--- src/rtl/drink_dispense_pkg.sv ---
// Shared types for the coffee/soup vending controller: FSM states, product
// selection and coin encoding.
package drink_dispense_pkg;

  typedef enum logic [1:0] {
    IDLE,
    CREDIT,
    DISPENSE,
    CHANGE
  } state_t;

  typedef enum logic [1:0] {
    NONE,
    COFFEE,
    SOUP
  } product_t;

  localparam int unsigned COIN_W       = 2;
  localparam logic [COIN_W-1:0] COIN_INVALID = 2'd0;

endpackage

--- src/rtl/credit_accumulator.sv ---
// Credit register for the vending controller: ceiling-checked coin add,
// price subtraction, one-unit refund decrement and a registered reject pulse.
module credit_accumulator
  import drink_dispense_pkg::*;
#(
  parameter int unsigned CREDIT_W   = 6,
  parameter int unsigned CREDIT_MAX = 15
) (
  input  logic                i_clk,
  input  logic                i_rst,
  input  logic                i_coin_insert,
  input  logic [COIN_W-1:0]   i_coin_value,
  input  logic                i_coin_open,
  input  logic                i_sub_en,
  input  logic [CREDIT_W-1:0] i_sub_amount,
  input  logic                i_dec_en,
  output logic [CREDIT_W-1:0] o_credit,
  output logic                o_coin_accept,
  output logic                o_coin_reject
);

  logic [CREDIT_W:0]   w_sum;
  logic [CREDIT_W-1:0] w_credit_nxt;
  logic                w_coin_ok;
  logic [CREDIT_W-1:0] r_credit;
  logic                r_reject;

  // Ceiling check uses one extra bit so an overflowing sum cannot wrap below the limit.
  assign w_sum     = {1'b0, r_credit} + {{(CREDIT_W + 1 - COIN_W){1'b0}}, i_coin_value};
  assign w_coin_ok = i_coin_insert && i_coin_open && (i_coin_value != COIN_INVALID) &&
                     (w_sum <= (CREDIT_W + 1)'(CREDIT_MAX));

  always_comb begin
    w_credit_nxt = r_credit;
    if (w_coin_ok)
      w_credit_nxt = w_sum[CREDIT_W-1:0];
    if (i_sub_en)
      w_credit_nxt = w_credit_nxt - i_sub_amount;
    if (i_dec_en)
      w_credit_nxt = w_credit_nxt - CREDIT_W'(1);
  end

  always_ff @(posedge i_clk or posedge i_rst) begin
    if (i_rst) begin
      r_credit <= '0;
      r_reject <= 1'b0;
    end else begin
      r_credit <= w_credit_nxt;
      r_reject <= i_coin_insert && !w_coin_ok;
    end
  end

  assign o_credit      = r_credit;
  assign o_coin_accept = w_coin_ok;
  assign o_coin_reject = r_reject;

endmodule

--- src/rtl/drink_dispense_ctrl.sv ---
// Coffee/soup vending controller: credit accumulation, button arbitration,
// timed dispense and unit-by-unit change. Define DISPENSE_CTRL_CANCEL_EN for a cancel/refund button.
module drink_dispense_ctrl
  import drink_dispense_pkg::*;
#(
  parameter int unsigned CREDIT_W        = 6,
  parameter int unsigned COFFEE_PRICE    = 3,
  parameter int unsigned SOUP_PRICE      = 4,
  parameter int unsigned DISPENSE_CYCLES = 8,
  parameter int unsigned CREDIT_MAX      = 15
) (
  input  logic                clock,
  input  logic                reset,
  input  logic                coin_insert,
  input  logic [1:0]          coin_value,
  input  logic                coffe_button,
  input  logic                soup_button,
`ifdef DISPENSE_CTRL_CANCEL_EN
  input  logic                cancel_button,
`endif
  output logic                coffee,
  output logic                soup,
  output logic                change_out,
  output logic                coin_reject,
  output logic [CREDIT_W-1:0] credit,
  output logic                busy
);

  localparam int unsigned CNT_W = $clog2(DISPENSE_CYCLES + 1);

  state_t              r_state, w_state_nxt;
  product_t            r_prod, w_prod_nxt;
  logic [CNT_W-1:0]    r_cnt, w_cnt_nxt;
  logic [CREDIT_W-1:0] w_credit;
  logic [CREDIT_W-1:0] w_sub_amount;
  logic                w_sub_en, w_dec_en, w_coin_open, w_coin_accept, w_cancel;
  logic                r_coffee, r_soup, r_change, r_busy;

`ifdef DISPENSE_CTRL_CANCEL_EN
  assign w_cancel = cancel_button;
`else
  assign w_cancel = 1'b0;
`endif

  assign w_coin_open = (r_state == IDLE) || (r_state == CREDIT);

  credit_accumulator #(
    .CREDIT_W   (CREDIT_W),
    .CREDIT_MAX (CREDIT_MAX)
  ) u_credit (
    .i_clk         (clock),
    .i_rst         (reset),
    .i_coin_insert (coin_insert),
    .i_coin_value  (coin_value),
    .i_coin_open   (w_coin_open),
    .i_sub_en      (w_sub_en),
    .i_sub_amount  (w_sub_amount),
    .i_dec_en      (w_dec_en),
    .o_credit      (w_credit),
    .o_coin_accept (w_coin_accept),
    .o_coin_reject (coin_reject)
  );

  always_comb begin
    w_state_nxt  = r_state;
    w_prod_nxt   = r_prod;
    w_cnt_nxt    = r_cnt;
    w_sub_en     = 1'b0;
    w_sub_amount = '0;
    w_dec_en     = 1'b0;
    case (r_state)
      IDLE: begin
        if (w_coin_accept)
          w_state_nxt = CREDIT;
      end
      CREDIT: begin
        if (w_cancel) begin
          w_state_nxt = CHANGE;
        end else if (soup_button && (w_credit >= CREDIT_W'(SOUP_PRICE))) begin
          w_state_nxt  = DISPENSE;
          w_prod_nxt   = SOUP;
          w_sub_en     = 1'b1;
          w_sub_amount = CREDIT_W'(SOUP_PRICE);
          w_cnt_nxt    = CNT_W'(DISPENSE_CYCLES - 1);
        end else if (coffe_button && !soup_button && (w_credit >= CREDIT_W'(COFFEE_PRICE))) begin
          w_state_nxt  = DISPENSE;
          w_prod_nxt   = COFFEE;
          w_sub_en     = 1'b1;
          w_sub_amount = CREDIT_W'(COFFEE_PRICE);
          w_cnt_nxt    = CNT_W'(DISPENSE_CYCLES - 1);
        end
      end
      DISPENSE: begin
        if (r_cnt == '0)
          w_state_nxt = (w_credit != '0) ? CHANGE : IDLE;
        else
          w_cnt_nxt = r_cnt - CNT_W'(1);
      end
      CHANGE: begin
        w_dec_en = (w_credit != '0);
        if (w_credit <= CREDIT_W'(1))
          w_state_nxt = IDLE;
      end
      default: w_state_nxt = IDLE;
    endcase
  end

  // Outputs are registered from the next state so they line up with the state they describe.
  always_ff @(posedge clock or posedge reset) begin
    if (reset) begin
      r_state  <= IDLE;
      r_prod   <= NONE;
      r_cnt    <= '0;
      r_coffee <= 1'b0;
      r_soup   <= 1'b0;
      r_change <= 1'b0;
      r_busy   <= 1'b0;
    end else begin
      r_state  <= w_state_nxt;
      r_prod   <= w_prod_nxt;
      r_cnt    <= w_cnt_nxt;
      r_coffee <= (w_state_nxt == DISPENSE) && (w_prod_nxt == COFFEE);
      r_soup   <= (w_state_nxt == DISPENSE) && (w_prod_nxt == SOUP);
      r_change <= (w_state_nxt == CHANGE);
      r_busy   <= (w_state_nxt == DISPENSE) || (w_state_nxt == CHANGE);
    end
  end

  assign coffee     = r_coffee;
  assign soup       = r_soup;
  assign change_out = r_change;
  assign credit     = w_credit;
  assign busy       = r_busy;

endmodule

--- config.mk ---
export PLATFORM = sky130hd
export DESIGN_NAME = drink_dispense_ctrl
export DESIGN_NICKNAME = d
export VERILOG_FILES = /design/src/rtl/drink_dispense_pkg.sv /design/src/rtl/credit_accumulator.sv /design/src/rtl/drink_dispense_ctrl.sv
export SDC_FILE = /design/constraint.sdc
export NUM_CORES = 1
export LEC_CHECK = 0
export CAP_MARGIN = 5
export CELL_PAD_IN_SITES_DETAIL_PLACEMENT = 1
export CELL_PAD_IN_SITES_GLOBAL_PLACEMENT = 2
export CORE_MARGIN = 3
export CORE_UTILIZATION = 31
export DETAILED_ROUTE_END_ITERATION = 8
export PLACE_DENSITY = 0.74
export SYNTH_ARGS = -nofsm -noshare
export SYNTH_HDL_FRONTEND = slang
export SYNTH_SLANG_ARGS = --single-unit
--- constraint.sdc ---
create_clock -name clock -period 3.5 [get_ports clock]
set_clock_uncertainty 0.15 [all_clocks]
set_input_delay 0.35 -clock clock [delete_from_list [all_inputs] [get_ports clock]]
set_output_delay 0.35 -clock clock [all_outputs]
set_load 0.01 [all_outputs]
==> results of run 1 <==
==> synthesized netlist by cell type, types with 2 or more instances <==
cell	instances
dfrtp_1	18
inv_1	15
nand2_1	14
ha_1	13
nor2_1	7
xor2_1	7
a21oi_1	6
nand2b_1	6
o21ai_0	6
xnor2_1	5
mux2i_1	4
nor4_1	4
a31oi_1	3
and2_1	3
nand3_1	3
o211ai_1	3
a21boi_0	2
a21oi_2	2
and3_1	2
fa_1	2
nand4_1	2
nor2b_1	2
nor3_1	2
nor3b_1	2
o21ai_1	2
==> metal layers <==
metal / GRT usage, % / wire length, um
met5: 0 / 0
met1: 20.3 / 1940
met3: 1.60 / 74
met2: 33.6 / 2450
met4: 5.24 / 56
==> power by group <==
group | internal, uW | leakage, uW | switching (uW)
Combinational | 652 | 0.000679 | 668
Sequential | 285 | 0.000218 | 65.2
Clock | 100 | 0.0000288 | 76.4
==> flip-flops by register name, summed over array words and instances, names as in the netlist <==
register,cells
u_credit.o_credit,6
r_cnt,4
r_prod,2
r_state,2
change_out,1
coffee,1
soup,1
u_credit.o_coin_reject,1
==> critical path, delay by kind of cell, from the launching register on <==
kind,cells,cell delay (ns)
fa+ha+maj,4,1.12
compound gates,4,0.72
simple gates,4,0.62
flops,1,0.37
mux,1,0.23
xor+xnor,1,0.14
buf+inv,2,0.08
==> cell usage in the layout, fill, tap and decap left out, types with 2 or more instances in the layout <==
cell type,synthesis,final
o21ai_2,0,2
nand2b_1,6,6
nor4_1,4,4
nor2_1,7,6
clkdlybuf4s50_1,0,15
xor2_1,7,7
a21oi_2,2,2
inv_1,15,13
o21ai_0,6,4
nand3_1,3,2
inv_2,0,2
and2_1,3,3
dlygate4sd2_1,0,2
nand2_1,14,13
ha_1,13,10
ha_2,0,3
fa_2,0,2
mux2i_1,4,2
nand4_1,2,2
dfrtp_1,18,18
o21ai_1,2,2
mux2i_2,1,3
buf_4,1,33
a21boi_0,2,2
xnor2_1,5,4
a31oi_1,3,2
a21oi_1,6,6
o211ai_1,3,3
clkbuf_8,0,4
==> cell type report <==
class | instances | area [um2]
Clock buffer | 4 | 55.1
Multi-Input combinational cell | 123 | 1040
Tap cell | 52 | 65.1
Fill cell | 526 | 2420
Timing Repair Buffer | 50 | 415
Inverter | 15 | 56.3
Sequential cell | 18 | 450
==> stage by stage <==
step | hold WS, ns | TNS (ns) | setup WS, ns | cells | utilization, %
2_1_floorplan | 0.139 | 0 | 0.000500 | 159 | -
3_3_place_gp | 0.321 | -1.68 | -0.428 | 248 | 41.8
3_5_place_dp | 0.352 | -2.43 | -0.593 | 248 | 41.8
4_1_cts | 0.370 | -0.230 | -0.107 | 259 | 44.7
5_1_grt | 0.424 | -0.709 | -0.223 | 262 | 46.3
6_report | 0.364 | -0.102 | -0.0588 | 262 | 46.3
==> cell families after synthesis <==
kind of cell	count (synthesis)	synth area share [%]
simple gates	58	23.4
compound gates	33	15.9
buf+inv	18	6.06
flops	18	30.3
fa+ha+maj	15	13.6
xor+xnor	12	7.07
mux	5	3.62
==> what timing repair did <==
action,4_1_cts,5_1_grt
gates resized for setup,12,8
buffers inserted,7,3
pin swaps,14,12
endpoints found under the setup margin,5,5
==> how the worst max path moves through the flow <==
stage / start / end / slack [ns]
finish: u_credit.o_credit[0] / u_credit.o_credit[5] / -0.06
global route: u_credit.o_credit[0] / u_credit.o_credit[4] / -0.22
CTS: u_credit.o_credit[0] / u_credit.o_credit[4] / -0.11
detailed placement: coin_value[0] / u_credit.o_credit[4] / -0.59
global placement: coin_value[0] / u_credit.o_credit[4] / -0.43
floorplan: u_credit.o_credit[0] / u_credit.o_credit[5] / 0.0005
==> metrics.txt, run 1 <==
status=complete, but fails checks; failing checks=negative setup slack; Crit. End Element=flop; Initial Util=between 30% and 40%; worst slew pin tran=0.748 ns; ratio of cells with drive above 1 in the final layout=34.8%; diode count=0; FP Rows=24; critical path data arrival time=3.55 ns; CP cell instances=ha_2 > inv_2 > fa_2 > and3b_2 > and3_4 > o21ai_2 > mux2i_2 > ha_2 > inv_2 > fa_2 > nand2_2 > nor2_1 > o311a_1 > a31oi_2 > a2111oi_4 > xnor2_1; Final ANT Viol Nets=0; setup violators final=3; Overall Power=1850 uW; Overall Global Routing Usage=17.5%; Max-slew headroom=around half; CTS buffer count=3; GR Overflow Total=0; top cells by area, synth=dfrtp_1, ha_1, xor2_1; CP Class=reg -> reg; IO Pins=18; Syn Area/Cell=9.35 um2; Worst setup SP type=flop; core area=4500 um2; CTS tree=yes; Starting DRT DRC Count=23; clk sink count=18; Final Slew Violations=0; Max Clock Freq=281 MHz; Post-CTS Hold Buffers=0; Post-synth EDFFs=0; GPL Wtd Cong=0.754; CP max FO=3; CP peak stage delay=0.37 ns; Seq/Total Area, Yosys=30.3%; Syn Inst Count=159; Clock Path Buffers=2; Required @ worst endpoint=3.49 ns; Final min period=3.56 ns; FF-to-FF End=u_credit.o_credit[5]; Leakage Power=0.000926 uW; CTS root buffer=clkbuf_8; cells on worst reg2reg path=16; Hold Path Stages=2; initial antenna violation count=0; unrepaired setup endpoints after global routing=yes; post-synth cell types=49; vias per cell=5.18; cell taking the most area after synthesis=dfrtp_1; Synthesized Nets=~180; vias=1356; Clock Latency Late Sink=0.26 ns; Synth Flop Type=dfrtp_1; Post-synth ARST share=100%; drt drc=0; yosys synthesis warning count=0; CTS H-tree lvls=1; Post-Route WL=4530 um; reg2reg setup slack=-0.06 ns; number of max-cap violations=0; Clock transition at path regs=0.07 ns; Hold Path Class=reg -> reg; post-DR wirelength/cell=17.3 um; final hold viol count=0; first-pass GRT wire length=7390 um; Synth top area share=30.3%; HP Start=r_prod[1]; fin area=2090 um2; Seq cells post-synth=18; fin nets=233; Area after DPL=1880 um2; HPWL after DPL=3500 um; Mapped Area=1490 um2; largest net degree at the start of global routing=19; Die H=75.2 um; die area=between 5000 and 6000 um2; WHS Endpoint=r_prod[1]; worst r2r src=u_credit.o_credit[0]; number of global-route vias before repair=about 1500; router iterations before antenna repair=4; slowest CP cell=dfrtp_1; PwrDens=~900 nW/um2; IO buf count=17; Die Wd=75.2 um; Peak VDD IR=0.367 mV; post-route clock period utilization=102%; Area growth, synth to finish=40.3%; final worst setup slack=-0.0588 ns
(Power assumes the default switching activity.)
==> run 2: changes to the inputs <==
--- a/config.mk
+++ b/config.mk
@@ -5,6 +5,7 @@
 export SDC_FILE = /design/constraint.sdc
 export NUM_CORES = 1
 export LEC_CHECK = 0
+export ABC_CLOCK_PERIOD_IN_PS = 3500
 export CAP_MARGIN = 5
 export CELL_PAD_IN_SITES_DETAIL_PLACEMENT = 1
 export CELL_PAD_IN_SITES_GLOBAL_PLACEMENT = 2
==> results of run 2 <==
Same layout as run 1: the final DEF is identical, and so are final timing and power.
